--- src/rtl/ls194_ctrl_pkg.sv ---
//------------------------------------------------------------------------------
// ls194_ctrl_pkg : state encoding and LS194 mode-pin constants
// Revision: 1.0
//------------------------------------------------------------------------------
`default_nettype none

package ls194_ctrl_pkg;

  typedef enum logic [2:0] {
    ST_IDLE  = 3'd0,
    ST_CLEAR = 3'd1,
    ST_LOAD  = 3'd2,
    ST_SHIFT = 3'd3,
    ST_DONE  = 3'd4
  } state_t;

  // {S1,S0} encodings of the LS194
  localparam logic [1:0] MODE_HOLD = 2'b00;
  localparam logic [1:0] MODE_SHR  = 2'b01;
  localparam logic [1:0] MODE_SHL  = 2'b10;
  localparam logic [1:0] MODE_LOAD = 2'b11;

endpackage

`default_nettype wire

--- src/rtl/ls194_shift_ctrl.sv ---
//------------------------------------------------------------------------------
// ls194_shift_ctrl : TX/RX sequencer for a cascade of SN74LS194 registers
// Optional: LS194_CTRL_ROTATE_EN makes TX shifts rotate instead of zero-fill
// Revision: 1.0
//------------------------------------------------------------------------------
`default_nettype none

module ls194_shift_ctrl
  import ls194_ctrl_pkg::*;
#(
  parameter int NCHIP = 1,
  parameter int LW    = $clog2(4*NCHIP+1)
) (
  input  logic               clk,
  input  logic               CR,
  input  logic               start,
  input  logic               op,
  input  logic               dir,
  input  logic [LW-1:0]      len,
  input  logic [4*NCHIP-1:0] tx_data,
  input  logic               pause,
  input  logic               sin,
  input  logic [4*NCHIP-1:0] q,
  output logic               S1,
  output logic               S0,
  output logic               SR,
  output logic               SL,
  output logic [4*NCHIP-1:0] par,
  output logic               clr_n,
  output logic               busy,
  output logic               done,
  output logic               sout,
  output logic               sout_valid,
  output logic [4*NCHIP-1:0] rx_data
);

  localparam int            W   = 4*NCHIP;
  localparam logic [LW-1:0] W_L = LW'(W);

  state_t          state_q, state_d;
  logic [LW-1:0]   cnt_q,   cnt_d;
  logic [LW-1:0]   len_q,   len_d;
  logic            op_q,    op_d;
  logic            dir_q,   dir_d;
  logic [W-1:0]    tx_q,    tx_d;
  logic [W-1:0]    rx_q,    rx_d;
  logic [1:0]      mode;
  logic            tx_feed;

  always_comb begin
    state_d = state_q;
    cnt_d   = cnt_q;
    len_d   = len_q;
    op_d    = op_q;
    dir_d   = dir_q;
    tx_d    = tx_q;
    rx_d    = rx_q;
    case (state_q)
      ST_IDLE: begin
        if (start) begin
          op_d    = op;
          dir_d   = dir;
          len_d   = (len > W_L) ? W_L : len;
          tx_d    = tx_data;
          state_d = op ? ST_CLEAR : ST_LOAD;
        end
      end
      ST_CLEAR, ST_LOAD: begin
        cnt_d   = len_q;
        state_d = (len_q == '0) ? ST_DONE : ST_SHIFT;
      end
      ST_SHIFT: begin
        if (!pause) begin
          cnt_d = cnt_q - 1'b1;
          if (cnt_q == LW'(1)) state_d = ST_DONE;
        end
      end
      ST_DONE: begin
        if (op_q) rx_d = q;
        state_d = ST_IDLE;
      end
      default: state_d = ST_IDLE;
    endcase
  end

  always_ff @(posedge clk or negedge CR) begin
    if (!CR) begin
      state_q <= ST_IDLE;
      cnt_q   <= '0;
      len_q   <= '0;
      op_q    <= 1'b0;
      dir_q   <= 1'b0;
      tx_q    <= '0;
      rx_q    <= '0;
    end else begin
      state_q <= state_d;
      cnt_q   <= cnt_d;
      len_q   <= len_d;
      op_q    <= op_d;
      dir_q   <= dir_d;
      tx_q    <= tx_d;
      rx_q    <= rx_d;
    end
  end

  assign sout = dir_q ? q[W-1] : q[0];

`ifdef LS194_CTRL_ROTATE_EN
  assign tx_feed = sout;
`else
  assign tx_feed = 1'b0;
`endif

  // clr_n is gated by CR directly so the datapath clears for the whole reset
  always_comb begin
    mode       = MODE_HOLD;
    clr_n      = CR;
    SR         = 1'b0;
    SL         = 1'b0;
    sout_valid = 1'b0;
    case (state_q)
      ST_CLEAR: clr_n = 1'b0;
      ST_LOAD:  mode  = MODE_LOAD;
      ST_SHIFT: begin
        if (!pause) begin
          mode       = dir_q ? MODE_SHL : MODE_SHR;
          sout_valid = !op_q;
        end
        if (op_q) begin
          SR = sin;
          SL = sin;
        end else begin
          SR = dir_q ? 1'b0 : tx_feed;
          SL = dir_q ? tx_feed : 1'b0;
        end
      end
      default: mode = MODE_HOLD;
    endcase
  end

  assign {S1, S0} = mode;
  assign par      = tx_q;
  assign busy     = (state_q != ST_IDLE);
  assign done     = (state_q == ST_DONE);
  assign rx_data  = rx_q;

endmodule

`default_nettype wire
--- config.mk ---
export PLATFORM = sky130hd
export DESIGN_NAME = ls194_shift_ctrl
export DESIGN_NICKNAME = d
export VERILOG_FILES = /design/src/rtl/ls194_ctrl_pkg.sv /design/src/rtl/ls194_shift_ctrl.sv
export SDC_FILE = /design/constraint.sdc
export NUM_CORES = 1
export LEC_CHECK = 0
export BUFFER_PORTS_ARGS = -buffer_cell sky130_fd_sc_hd__buf_2
export CAP_MARGIN = 5
export CORE_ASPECT_RATIO = 1.1
export CORE_MARGIN = 2
export CORE_UTILIZATION = 48
export CTS_CLUSTER_DIAMETER = 150
export DETAILED_ROUTE_END_ITERATION = 16
export GPL_TIMING_DRIVEN = 1
export HOLD_SLACK_MARGIN = 0.05
export PLACE_DENSITY = 0.81
export SLEW_MARGIN = 20
export SYNTH_ARGS = -nofsm -noshare
export SYNTH_HDL_FRONTEND = slang
export SYNTH_SLANG_ARGS = --single-unit
--- constraint.sdc ---
create_clock -name clk -period 1.7 [get_ports clk]
set_input_delay 0.255 -clock clk [delete_from_list [all_inputs] [get_ports clk]]
set_output_delay 0.255 -clock clk [all_outputs]
set_load 0.02 [all_outputs]
# After elaboration in Yosys (flattened, before gate mapping)
# Index checks and enable logic that the tools add are counted.
# op_classes
add_sub_neg	1
n_lt_le_gt_ge	1
n_eq_ne	8
mux	18
n_reduce_logical	10
# op_table
cell	count
$mux W3	6
$pmux W3 S3	1
$eq A3 B1 Y1 const B	2
$eq A3 B2 Y1 const B	2
$logic_not A3 Y1	2
$mux W1	6
$mux W2	3
$ne A2 B2 Y1 const B	3
$pmux W3 S2	1
$reduce_and A2 Y1	3
$pmux W2 S2	1
$eq A3 B3 Y1 const B	1
$gt A3 B3 Y1 const B	1
$reduce_and A3 Y1	1
$reduce_bool A3 Y1	1
$sub A3 B1 Y3 const B	1
$reduce_bool A2 Y1	1
$reduce_or A2 Y1	1
$logic_not A1 Y1	1
# totals
regBits	19
input_bits	18
wordCells	45

# Depth between registers and ports, before layout
# Gate-level depths: netlist of the first run.
# logic_depth
word_depth	4
depth_mapped	5
ltp_nobuf	5

# Least setup slack after synthesis of the first run
# No wires, ideal clock.
# synth_timing
path_type	flip-flop to output port
from	register state_q[2]
to	output SR
arrival_time_ps	1290
required_ps	1445
slack_ps	155
path_stages_with_launch	5
path_buffers	2
path_cell_list	dfrtp_1 buf_6 nand3b_4 nor2_1 buf_4
# synth_between
elab_chain_len	2
# synth_lines
item	line	source
start, declared	ls194_shift_ctrl.sv:40	state_t state_q, state_d;
start signal, assigned	ls194_shift_ctrl.sv:96	state_q <= state_d;
$eq A3 B2 Y1	-	
$mux W1	-	
end, declared	ls194_shift_ctrl.sv:26	output logic SR,
# Every way passes these cells.

# Worst setup path after layout of the first run
# layout_timing
from	register state_q[1]
to	output busy
# layout_between
elab_chain_len	1
# layout_lines
item	line	source
$reduce_bool A3 Y1	ls194_shift_ctrl.sv:143	assign busy = (state_q != ST_IDLE);
end, declared	ls194_shift_ctrl.sv:30	output logic busy,
# Every way passes these cells.

==> flow_summary.ini, run 1 <==
[placement]
dp.final_hpwl_um = 1650
place_congestion = 0.780
dpl_cell_area_um2 = 1200
portBuffers = 34

[clocking]
cts_made_buffers = 3
cts_max_level = 1
clk_pin_slew_ns = 0.11
clockBufferDepth = 2
cts_root_buf = clkbuf_4
clk_latency_ns = 0.30
cts_tree = done
clock-sinks = 19

[worst_hold_path]
min-delay-start = tx_data[3]
hp-class = in2reg

[setup_path]
cpPeakStageDelay_ns = 0.51
crit_chain = or3_2 -> buf_6
crit_start = state_q[1]$_DFFE_PN0P_
critPathLaunchType = flop
rr_startpoint = state_q[2]$_DFFE_PN0P_
required_ns = 1.44
cp.arrival_ns = 1.40
worstSetupPathType = reg2out
crit_fanout = 10
slowest_stage = dfrtp_2
cp-end-kind = primary output

[global_route]
grt.busiest_layer = met2
track_usage_pct = 18.8
grt_pass1_wl_um = 3260
global_route.usage.met1_pct = 21.0
grt_pass1_vias = 807
grt.overflow.total = 0
grt_util_met3_pct = 1.03
grt_use_met2_pct = 34.9
grt_max_degree = 20
antenna_found_initial = 0

[layout]
utilization_pct = 64.6
areaGrowthSynthToFinish_pct = 27.2
fin_area_um2 = 1310
diodes = 0
fin_nets = 154
drive_above_1_share_pct = 51.9

[die]
die_h_um = 52.5
die-area_um2 = 2520
initial_core_util_pct = 50.8
core_region_area_um2 = 2020
die_x_um = 48.1
ios = 35
rows = 17

[drt]
route.detailed.drc = 0
via_per_inst = 5.27
drtAntennaViolNets = 0
wl_um = 2120
drt_iter0_markers = 11
wl_per_cell_um = 13.2
drt_pre_antenna_iters = 4
vias = 849

[synthesis]
yosys-top-cells-count = dfrtp_1 (19), mux2_2 (12), nor2_1 (8), inv_1 (6)
yosysWarnings = 0
syn_area_um2 = 1030
syn_inst = 91
yosysTopAreaCellShare_pct = 46.3
syn-num-nets = 111
ys_seq_elements = 19
synth.distinct_cells = 37
synth.most_common_cell = dfrtp_1
seq_area_frac_synth_pct = 46.3
netlist_top_cells_area = dfrtp_1 (46%), mux2_2 (13%), nor2_1 (2.9%), ha_1 (2.4%), nor4b_4 (2.3%)
synthArstFlopShare_pct = 100
synth_area_leader_cell = dfrtp_1
synthFlopType = dfrtp_1
synth_area_per_cell_um2 = 11.3
synth_enable_flop_cells = 0

[sta]
hold_slack_ns = 0.173
min_period_over_period_pct = 97.2
period_needed_ns = 1.65
maxSlewHeadroom_pct = 77.9
timing_hold_violations_final = 0
finalSetupViolCount = 0
rsz0062_at_grt = yes
finClkSkew_ns = 0.00315
worstMarginPinSlew_ns = 0.329
report.final.slew_viol_count = 0
fmax_mhz = 605

[run_status]
status = finished clean

[pwr]
power_w = 0.00244
p_leak_nw = 0.661
max-vdd-ir-drop_uv = 1220
p_per_area_nw_per_um2 = 1870

[flow_run]
cap_violations = 0
==> repair_timing <==
action	in CTS	in global routing
hold buffers	1	0
setup endpoints to repair	7	3
setup buffers	6	1
resized for setup	3	3
hold endpoints to repair	19	0
==> worst max-delay path: cells and delay by family, from the launching register on <==
kind | cells | cell delay (ns)
flip-flops | 1 | 0.51
AND/OR/NAND/NOR | 1 | 0.44
buffers and inverters | 1 | 0.14
==> sequential cells by signal, summed over array words and instances, names as in the netlist <==
name	flops
cnt_q	3
dir_q	1
len_q	3
op_q	1
par	4
rx_data	4
state_q	3
==> cell families (layout without fill, tap and decap cells) <==
family / count (synthesis) / in the layout / share of synthesized area (%)
adders and majority gates: 2 / 2 / 2.44
muxes: 14 / 14 / 15.1
and+or+nand+nor: 34 / 34 / 22.8
AOI/OAI and AO/OA: 9 / 9 / 5.73
DFF: 19 / 19 / 46.3
xor gates and xnor gates: 1 / 1 / 0.854
buffers and inverters: 12 / 54 / 6.71
==> final cells by class <==
class | count | area (µm²)
well taps | 28 | 35.0
clock inverters | 1 | 7.51
fillers | 161 | 716
multi-input cells | 60 | 482
clock buffers | 3 | 22.5
repair buffers | 44 | 256
flip-flops and latches | 19 | 479
inverters | 6 | 22.5
==> per-layer routing <==
| metal | share of wire, % | vias to the layer above |
|---|---|---|
| li1 | - | 404 |
| met1 | 42 | 417 |
| met2 | 53 | 26 |
| met3 | 3.8 | 2 |
| met4 | 0.90 | 0 |
| met5 | 0 | - |
==> final timing paths <==
kind,cells past startpoint,to,slack (ns)
max in group asynchronous,3,state_q[2]$_DFFE_PN0P_,1.01
setup / recovery,2,busy,0.05
min in group asynchronous,3,rx_data[3]$_DFFE_PN0P_,0.47
hold reg to reg,1,par[1]$_DFFE_PN0P_,0.52
hold / removal,2,par[3]$_DFFE_PN0P_,0.17
setup reg to reg,4,par[2]$_DFFE_PN0P_,0.15
==> report_power, final <==
part           total [W]  internal (W)  switching [W]  leakage, nW
registers       0.000885      0.000681       0.000204        0.230
clock network   0.000232     0.0000897       0.000142       0.0139
logic            0.00132      0.000653       0.000672        0.417
total            0.00244       0.00142        0.00102        0.660
==> through the flow <==
stage	instances	TNS [ns]	setup slack [ns]
2_1_floorplan	91	0	0.155
3_3_place_gp	149	0	0.225
3_5_place_dp	149	0	0.143
4_1_cts	160	0	0.0239
5_1_grt	161	-0.0297	-0.0179
6_report	161	0	0.0483
==> cells in the final DEF, fill, tap and decap left out, drive strengths merged, types with 3 or more instances in the layout <==
cell type / n
dfrtp: 19
o21ai: 3
nor3: 3
buf: 43
nand2: 3
mux2: 12
inv: 6
nor2: 8
clkbuf: 3
nand3b: 3
No activity file was read; power rests on OpenSTA's default activity.
==> run 2, diff against run 1 <==
--- a/config.mk
+++ b/config.mk
@@ -7,7 +7,7 @@
 export LEC_CHECK = 0
 export BUFFER_PORTS_ARGS = -buffer_cell sky130_fd_sc_hd__buf_2
 export CAP_MARGIN = 5
-export CORE_ASPECT_RATIO = 1.1
+export CORE_ASPECT_RATIO = 1.2
 export CORE_MARGIN = 2
 export CORE_UTILIZATION = 48
 export CTS_CLUSTER_DIAMETER = 150
@@ -15,7 +15,7 @@
 export GPL_TIMING_DRIVEN = 1
 export HOLD_SLACK_MARGIN = 0.05
 export PLACE_DENSITY = 0.81
-export SLEW_MARGIN = 20
+export SLEW_MARGIN = 10
 export SYNTH_ARGS = -nofsm -noshare
 export SYNTH_HDL_FRONTEND = slang
 export SYNTH_SLANG_ARGS = --single-unit
==> run 2 against run 1 <==
Compared with the run above: combinational power increased by 5%; critical path depth increased by 1; power increased by 1.7%; register-to-register slack got worse by 0.07 ns; count of clock-buffer cells in the layout unchanged; final cell count increased by 3.1%; highest routed layer unchanged; critical path type unchanged; critical endpoint is now clr_n; first-iteration DRC count decreased by 45%.
==> flow_summary.ini, run 2 (synthesis gave the netlist of run 1 again) <==
[drt]
drt_iter0_markers = 6
dr_wl_met2_um = 1110
route.detailed.drc = 0
drt_pre_antenna_iters = 4
vias = 862
drt-met1-wl_um = 958
wl_met3_um = 111
via_per_inst = 5.19
drtAntennaViolNets = 0
wl_um = 2210
wl_per_cell_um = 13.3
highest_layer = met4

[setup_path]
critPathLaunchType = flop
worstSetupPathType = reg2out
crit_chain = buf_4 -> o31a_2 -> buf_2
crit_fanout = 9
slowest_stage = dfrtp_2
cpPeakStageDelay_ns = 0.50
path_delay_family = flip-flops
cp_num_buf_inv = 2
cp.arrival_ns = 1.40
required_ns = 1.44
cp-end-kind = primary output

[die]
die_h_um = 54.6
die_x_um = 46.2
die-area_um2 = 2520
ios = 35
initial_core_util_pct = 50.1
rows = 18
core_region_area_um2 = 2050

[layout]
areaGrowthSynthToFinish_pct = 28.8
fin_nets = 157
diodes = 0
fin_area_um2 = 1320
mostFrequentLayoutCell = buf_2
utilization_pct = 64.5
final_cell_mix = buf_2 (34), dfrtp_1 (16), mux2_2 (12), buf_4 (12), nor2_1 (7)
fin_cells = 166
drive_above_1_share_pct = 53.7

[global_route]
grt.overflow.total = 0
grt_max_degree = 20
grt_pass1_wl_um = 3410
grt_pass1_vias = 764
track_usage_pct = 19.3
antenna_found_initial = 0

[pwr]
p_per_area_nw_per_um2 = 1880
power_w = 0.00248
p_leak_nw = 0.675
max-vdd-ir-drop_uv = 1150

[sta]
min_period_over_period_pct = 97.3
fmax_mhz = 605
worstMarginPinSlew_ns = 0.365
timing_hold_violations_final = 0
finalSetupViolCount = 0
final.setup.tns_ns = 0
report.final.slew_viol_count = 0
maxSlewHeadroom_pct = 75.5
finClkSkew_ns = 0.00595
period_needed_ns = 1.65

[worst_hold_path]
hp-class = in2reg

[flow_run]
cap_violations = 0

[clocking]
cts_max_level = 1
clk_pin_slew_ns = 0.11
clock-sinks = 19
clk_latency_ns = 0.30
cts_tree = done
cts_made_buffers = 3
cts_root_buf = clkbuf_4
clockBufferDepth = 2

[placement]
placed_cells = 151
dp.final_hpwl_um = 1560
dpl_cell_area_um2 = 1200
place_congestion = 0.843
portBuffers = 34

[run_status]
status = finished clean
-- run 2: changes by cell type in the layout (fill, tap and decap cells not counted), sizes merged --
cell	delta
buf	+3
clkinv	+1
clkinvlp	-1
-- run 2: worst paths after layout --
path                                        start                     end  slack, ns  cells after the start
hold reg to reg            rx_data[3]$_DFFE_PN0P_  rx_data[3]$_DFFE_PN0P_       0.52                      1
max in group asynchronous                      CR  state_q[1]$_DFFE_PN0P_       1.00                      3
setup / recovery           state_q[1]$_DFFE_PN0P_                   clr_n       0.05                      3
setup reg to reg           state_q[0]$_DFFE_PN0P_    cnt_q[1]$_DFFE_PN0P_       0.08                      5
hold / removal                               q[1]  rx_data[1]$_DFFE_PN0P_       0.18                      2
min in group asynchronous                      CR      par[0]$_DFFE_PN0P_       0.48                      3
-- run 2: what timing repair did --
item                       4_1_cts  5_1_grt
setup buffers                    4        6
setup endpoints to repair        7        5
resized for setup                3        1
hold endpoints to repair        19        0
hold buffers                     1        0
-- run 2: report_power, final --
part	switching, W	total (W)	internal (W)
clock network	0.000146	0.000233	0.0000877
logic	0.000694	0.00138	0.000684
registers	0.000190	0.000871	0.000681
-- run 2: routing by layer --
metal	track usage, %	up-vias
met5	0	-
met4	9.05	0
met3	2.64	5
met2	33.6	31
met1	23.1	419
li1	-	407
-- run 2: layout make-up --
cell class	count	area (µm²)
inverter	6	22.5
multi-input combinational	60	484
clock inverter	1	5.00
tap	30	37.5
timing repair buffer	47	270
fill	176	728
clock buffer	3	22.5
sequential	19	479
-- run 2: worst register-to-register path, stage by stage, from the launching register on --
cell	delay, ns
dfrtp_2	0.46
buf_4	0.15
buf_4	0.13
and3_2	0.21
nor2_1	0.20
mux2_2	0.36
-- run 2: through the flow --
stage / hold slack, ns / setup slack, ns
global placement: 0.264 / 0.213
floorplan: -0.0406 / 0.155
global route: 0.165 / -0.0178
finish: 0.177 / 0.0457
CTS: 0.176 / 0.0192
detailed placement: 0.270 / 0.179
